[src/rtl/lockstep_cfg_pkg.sv]
// Shared types and constants for the lockstep controller configuration initiator.
package lockstep_cfg_pkg;

  typedef enum logic [1:0] {
    ST_IDLE     = 2'd0,
    ST_REQ      = 2'd1,
    ST_WAIT_RSP = 2'd2,
    ST_RESP     = 2'd3
  } state_e;

  localparam logic [11:0] LOCKSTEP_MODE_OFFSET = 12'h000;
  localparam int          MODE_IF_BIT          = 0;
  localparam int          MODE_ID_BIT          = 1;
  localparam logic        OPC_OK               = 1'b0;
  localparam logic        OPC_ERR              = 1'b1;

  // A completed write that touches byte 0 of the mode register.
  function automatic logic is_mode_write(input logic wen, input logic [31:0] add,
                                         input logic [3:0] be);
    return !wen && (add[11:0] == LOCKSTEP_MODE_OFFSET) && be[0];
  endfunction

endpackage

[src/rtl/lockstep_cfg_initiator.sv]
// Single-outstanding XBAR_PERIPH_BUS initiator for lockstep controller registers.
// Optional WAIT_RSP timeout is enabled by defining LOCKSTEP_INIT_TIMEOUT_EN.
module lockstep_cfg_initiator
  import lockstep_cfg_pkg::*;
#(
  parameter int unsigned          ID_WIDTH       = 2,
  parameter logic [ID_WIDTH-1:0]  INIT_ID        = '0,
  parameter int unsigned          TIMEOUT_CYCLES = 256
) (
  input  logic                clk_i,
  input  logic                rst_i,
  input  logic                cmd_valid_i,
  output logic                cmd_ready_o,
  input  logic                cmd_wen_i,
  input  logic [31:0]         cmd_add_i,
  input  logic [31:0]         cmd_wdata_i,
  input  logic [3:0]          cmd_be_i,
  output logic                rsp_valid_o,
  input  logic                rsp_ready_i,
  output logic [31:0]         rsp_rdata_o,
  output logic                rsp_err_o,
  output logic                req_o,
  output logic [31:0]         add_o,
  output logic                wen_o,
  output logic [31:0]         wdata_o,
  output logic [3:0]          be_o,
  output logic [ID_WIDTH-1:0] id_o,
  input  logic                gnt_i,
  input  logic                r_valid_i,
  input  logic                r_opc_i,
  input  logic [ID_WIDTH-1:0] r_id_i,
  input  logic [31:0]         r_rdata_i,
  output logic                mode_if_o,
  output logic                mode_id_o
);

  if (TIMEOUT_CYCLES < 2 || TIMEOUT_CYCLES > 65535) begin : g_bad_timeout
    $error("TIMEOUT_CYCLES must be in 2..65535");
  end

  state_e state, state_nxt;
  logic   rsp_hit;
  logic   rsp_capture;
  logic   tmo_abort;
  logic   tmo_hit;

  assign rsp_hit = r_valid_i && (r_id_i == INIT_ID);

`ifdef LOCKSTEP_INIT_TIMEOUT_EN
  logic [15:0] tmo_cnt;

  // Held at zero outside WAIT_RSP, so it is already clear on entry.
  always_ff @(posedge clk_i) begin
    if (rst_i || state != ST_WAIT_RSP) tmo_cnt <= '0;
    else                               tmo_cnt <= tmo_cnt + 16'd1;
  end

  assign tmo_hit = (tmo_cnt == 16'(TIMEOUT_CYCLES - 1));
`else
  assign tmo_hit = 1'b0;
`endif

  // Handshakes: cmd and rsp transfer on the edge where valid && ready; the bus
  // request transfers on req_o && gnt_i and its response on r_valid_i with r_id_i == INIT_ID.
  assign cmd_ready_o = (state == ST_IDLE);
  assign req_o       = (state == ST_REQ);
  assign rsp_valid_o = (state == ST_RESP);
  assign id_o        = INIT_ID;

  always_comb begin
    state_nxt   = state;
    rsp_capture = 1'b0;
    tmo_abort   = 1'b0;
    case (state)
      ST_IDLE: if (cmd_valid_i) state_nxt = ST_REQ;
      ST_REQ: begin
        if (gnt_i) begin
          if (rsp_hit) begin
            state_nxt   = ST_RESP;
            rsp_capture = 1'b1;
          end else begin
            state_nxt = ST_WAIT_RSP;
          end
        end
      end
      ST_WAIT_RSP: begin
        if (rsp_hit) begin
          state_nxt   = ST_RESP;
          rsp_capture = 1'b1;
        end else if (tmo_hit) begin
          state_nxt = ST_RESP;
          tmo_abort = 1'b1;
        end
      end
      ST_RESP: if (rsp_ready_i) state_nxt = ST_IDLE;
      default: state_nxt = ST_IDLE;
    endcase
  end

  always_ff @(posedge clk_i) begin
    if (rst_i) begin
      state       <= ST_IDLE;
      add_o       <= '0;
      wen_o       <= 1'b1;
      wdata_o     <= '0;
      be_o        <= '0;
      rsp_rdata_o <= '0;
      rsp_err_o   <= 1'b0;
      mode_if_o   <= 1'b0;
      mode_id_o   <= 1'b0;
    end else begin
      state <= state_nxt;
      if (state == ST_IDLE && cmd_valid_i) begin
        add_o   <= cmd_add_i;
        wen_o   <= cmd_wen_i;
        wdata_o <= cmd_wdata_i;
        be_o    <= cmd_be_i;
      end
      if (rsp_capture) begin
        rsp_rdata_o <= wen_o ? r_rdata_i : '0;
        rsp_err_o   <= r_opc_i;
        // Mirror tracks only writes the controller actually accepted.
        if (r_opc_i == OPC_OK && is_mode_write(wen_o, add_o, be_o)) begin
          mode_if_o <= wdata_o[MODE_IF_BIT];
          mode_id_o <= wdata_o[MODE_ID_BIT];
        end
      end else if (tmo_abort) begin
        rsp_rdata_o <= '0;
        rsp_err_o   <= OPC_ERR;
      end
    end
  end

endmodule

[config.mk]
export PLATFORM = sky130hd
export DESIGN_NAME = lockstep_cfg_initiator
export DESIGN_NICKNAME = d
export VERILOG_FILES = /design/src/rtl/lockstep_cfg_pkg.sv /design/src/rtl/lockstep_cfg_initiator.sv
export SDC_FILE = /design/constraint.sdc
export NUM_CORES = 1
export LEC_CHECK = 0
export CORE_MARGIN = 2
export CORE_UTILIZATION = 41
export CTS_BUF_LIST = sky130_fd_sc_hd__clkbuf_16
export DETAILED_ROUTE_END_ITERATION = 6
export GPL_TIMING_DRIVEN = 0
export HOLD_SLACK_MARGIN = 0.08
export PLACE_DENSITY = 0.85
export SLEW_MARGIN = 20
export SYNTH_ARGS = -nofsm -noshare
export SYNTH_HDL_FRONTEND = slang
export SYNTH_SLANG_ARGS = --single-unit
[constraint.sdc]
create_clock -name clk_i -period 2.55 [get_ports clk_i]
set_input_delay 0.6375 -clock clk_i [delete_from_list [all_inputs] [get_ports clk_i]]
set_output_delay 0.6375 -clock clk_i [all_outputs]
set_load 0.02 [all_outputs]
Yosys cells after proc, flatten, opt, wreduce, memory -nomap -nowiden
Cells that the tools add are included.
Storage, ports and cells
  memories kept: 0
  output and inout port bits: 109
  RAM bits: 0
  memory bits (read-only): 0
  latch bits: 0
  register bits: 106
Cells by class
  $mul: 0
  equality and inequality tests: 7
  order comparisons: 0
  bitwise logic cells: 1
  divide/modulo/power cells: 0
  shift operators: 0
  $add $sub $neg: 0
  reductions and logical operators: 11
  mux-type cells: 12
Operators by type and width (number)
  $mux W32: 2
  $logic_not A12 Y1: 1
  $mux W2: 4
  $pmux W2 S4: 1
  $logic_and A1 B1 Y1: 5
  $eq A2 B2 Y1 const B: 2
  $logic_not A2 Y1: 2
  $mux W1: 4
  $ne A2 B1 Y1 const B: 2
  $ne A2 B2 Y1 const B: 2
  $reduce_and A4 Y1: 1
  $eq A2 B1 Y1 const B: 1
  $pmux W1 S2: 1
  $reduce_and A2 Y1: 1
  $logic_not A1 Y1: 1
  $not A1 Y1: 1

Longest topological paths before layout
  depth after elaboration: 6
  mapped depth: 8
  depth with buffers taken out: 6

Least setup slack after synthesis
Ideal clock, no wire load.
  path kind: register to register
  start point: register state[1]
  end point: register rsp_rdata_o[12]
  period minus slack after synthesis: 1638 ps
  cell stages (with the launch flop): 8
  data arrival time: 1567 ps
  path slack: 912 ps
  setup time: 70 ps
  buffers on the path: 1
  cell sequence: dfxtp_1 inv_1 ha_1 a21o_1 nand3_1 clkbuf_1 nand2_1 a21oi_1
Between the ends
  longest elaborated chain between the ends: 2
RTL lines
  start, declared: line lockstep_cfg_initiator.sv:41  | state_e state, state_nxt;
  start signal, assigned: line lockstep_cfg_initiator.sv:112  | state <= state_nxt;
  $eq A2 B1 Y1
  net req_o: line lockstep_cfg_initiator.sv:22  | output logic req_o,
  $pmux W1 S2: line lockstep_cfg_initiator.sv:74  | case (state)
  end signal, assigned: line lockstep_cfg_initiator.sv:120  | rsp_rdata_o <= wen_o ? r_rdata_i : '0;
  end, declared: line lockstep_cfg_initiator.sv:20  | output logic [31:0] rsp_rdata_o,
The timed path passes the listed nets, and every way through them passes these cells.
A chain may end at the register's enable or synchronous reset.

Worst setup path in the final report
  start point: register state[1]
  end point: output port req_o
Between the ends
  longest elaborated chain between the ends: 1
RTL lines
  $eq A2 B1 Y1: line lockstep_cfg_initiator.sv:66  | assign req_o = (state == ST_REQ);
  end, declared: line lockstep_cfg_initiator.sv:22
Every way passes these cells.

==> reports/metrics.yaml <==
layout:
  diodes: 0
  layout-drive-gt1-share: 0.0404
  syn2layout_area_growth_pct: 67.4
  multi_input_area_sq_um: 1570
  layout.nets: 830
  most-common-layout-cells: "clkdlybuf4s50_1 (215), nand2_1 (173), dfxtp_1 (106), a21oi_1 (103), nand3_1 (35)"
  fillers: 716
  area.sequential_sq_um: 2120
  layout_commonest_cell: "clkdlybuf4s50_1"
  final_util: 0.705
clock_tree:
  cts_resized: 0
  clockRootBuffer: "clkbuf_16"
  cts_buffers: 9
  cts_tree: "done"
  clock-sinks: 106
  cts_setup_buffers: 0
  ctsHtreeMaxLevel: 3
  insertion_delay_ns: 0.33
  clock_path_buffers: 2
  clk_pin_slew_ns: 0.07
  ctsHoldBuffers: 0
critical_path:
  crit_type: "flop to primary output"
  cpLargestDelayFamily: "buffers and inverters"
  worst-path-stages: 3
  crit_chain: "inv_1, ha_1, clkdlybuf4s50_1"
  crit_path_end_kind: "primary output"
  regToRegStartpoint: "state[1]"
  cp_max_fo: 5
  worstPathRequired_ns: 1.91
  worst-path-buf-inv: 2
  start_kind: "flop"
  rr_endpoint: "rsp_rdata_o[20]"
  cpMaxStageDelayCell: "clkdlybuf4s50_1"
  slowest_delay_ns: 0.66
  rr_worst_depth: 7
  arrival_ns: 1.69
  r2r_slack_ns: 0.56
routing:
  drt_first_pass_iters: 4
  vias: 4110
  drtAntennaViolNets: 0
  wl_per_cell_um: 14.6
  drcViolationCount: 0
  vias_per_cell: 4.85
  totalWireLength_um: 12300
  drt_iter0_drc: 119
synthesis:
  ys_types: 29
  ys_warn_count: 0
  ys_seq_elements: 106
  synth_compound_area_frac: 0.145
  synth_area_sq_um: 3890
  muxShareOfSynthArea: 0.00257
  synth-seq-area-share: 0.545
  synth-xor-area-share: 0
  synth_adder_area_share: 0.0161
  syn_area_per_cell_sq_um: 7.97
  syn_inst: 488
  synth-simple-area-share: 0.237
  synth_top_family_by_area: "simple AND/OR/NAND/NOR gates"
floorplanning:
  die_area_sq_um: 10300
  die_h_um: 101
  die_w_um: 101
  ios: 219
  start_util: 0.421
  row_count: 35
  core_sq_um: 9240
timing:
  finalCriticalPeriod_ns: 2.33
  finalClockSkew_ns: 0.00792
  fin_crit_sh: 0.914
  tightestPinTransition_ns: 0.521
  rsz0062_at_grt: "no"
  setup_ws_ns: 0.219
  max-slew-margin-rel: 0.653
  slew_violations: 0
  fin_hold_ws_ns: 0.455
  tns_ns: 0
  hold_viol: 0
  fmax_mhz: 429
  setup_viol: 0
global_routing:
  grt_pass1_vias: 4016
  gr-usage-all-layers: 0.233
  grt_max_degree: 17
  grt_pass1_wl_um: 18900
  antenna_found_initial: 0
  overflow: 0
power:
  p_leak_uw: 0.00234
  power_density_nw_per_um2: 829
  ir_worst_vdd_uv: 626
hold_path:
  holdCritPathClass: "flop to flop"
  holdPathEnd: "rsp_rdata_o[13]"
  min_from: "rsp_rdata_o[13]"
  hold_path_depth: 2
placed_design:
  port_buffers: 215
  place_congestion: 0.827
  hpwl_um: 9470
  place_ws_ns: 0.101
flow_run:
  drv_cap: 0
run_status:
  outcome: "complete, no violations"
[flip-flops by register name (all words and copies together) (netlist names)]
name / cells
wen_o: 1
add_o: 32
mode_id_o: 1
be_o: 4
rsp_rdata_o: 32
wdata_o: 32
rsp_err_o: 1
state: 2
mode_if_o: 1
[worst min-delay path: stages (launching register included)]
cell and delay (ns):
dfxtp_1 0.31, nand2_1 0.05, a21oi_1 0.05
[area by class of cell]
class                      count  share of cell area
timing repair buffer         215               0.330
sequential                   106               0.326
multi-input combinational    340               0.240
clock buffer                   9              0.0346
buffer                        40              0.0300
tap                          129              0.0248
clock inverter                 5              0.0123
inverter                       3             0.00173
[where the power goes]
part | internal (uW) | switching [uW] | total (uW)
Combinational | 842 | 1080 | 1930
Clock | 850 | 588 | 1440
Sequential | 1890 | 140 | 2030
[cells in the mapped netlist]
cell type | instances | area (sq um)
nor4_1 | 2 | 12.5
nand3b_1 | 1 | 7.51
and4_1 | 1 | 8.76
conb_1 | 1 | 3.75
buf_2 | 9 | 45.0
nand2b_1 | 3 | 18.8
and3_1 | 1 | 6.26
nor3_1 | 1 | 5.00
buf_6 | 3 | 33.8
o2111a_1 | 1 | 11.3
mux2i_1 | 1 | 10.0
a221oi_1 | 1 | 8.76
nor4b_1 | 1 | 8.76
buf_4 | 3 | 22.5
nand2_1 | 173 | 649
nor2_1 | 1 | 3.75
and2_1 | 1 | 6.26
a21o_1 | 1 | 7.51
nor3b_2 | 1 | 12.5
inv_1 | 3 | 11.3
clkbuf_1 | 17 | 63.8
ha_1 | 5 | 62.6
buf_1 | 8 | 30.0
nand3_1 | 35 | 175
dfxtp_1 | 106 | 2120
a21oi_1 | 103 | 515
a211oi_1 | 1 | 7.51
o21ai_0 | 3 | 15.0
nand4_1 | 1 | 6.26
[logic make-up (layout without fill, tap and decap cells)]
logic type                 count (synthesis)  in the layout
and+or+nand+nor                          222            222
adders and majority gates                  5              5
other                                      1              2
buffers and inverters                     43            272
AOI/OAI and AO/OA                        110            110
muxes                                      1              1
DFF                                      106            106
[stage by stage]
step                cells  area [sq um]  total power (uW)
floorplan             489          3890              3100
global placement      833          6210              3940
detailed placement    833          6210              4000
CTS                   847          6510              5430
global route          847          6510              5690
finish                847          6510              5400
[how the worst max path moves through the flow]
| stage | end | from | slack [ns] |
|---|---|---|---|
| final | req_o | state[1] | 0.22 |
| after global routing | req_o | state[1] | 0.16 |
| after CTS | req_o | state[1] | 0.23 |
| after detailed placement | rsp_rdata_o[12] | r_id_i[1] | 0.10 |
| after global placement | rsp_rdata_o[30] | r_valid_i | 0.17 |
| after floorplan | rsp_rdata_o[12] | state[1] | 0.91 |
[metal layers]
layer  vias to the layer above  part of all wire  track usage
met5                         -                 0            0
met4                         0             0.021       0.0738
met3                        20             0.077       0.0849
met2                       147              0.51        0.421
met1                      1889              0.39        0.254
li1                       2054                 -            -
Power figures use the tool's default switching activity.
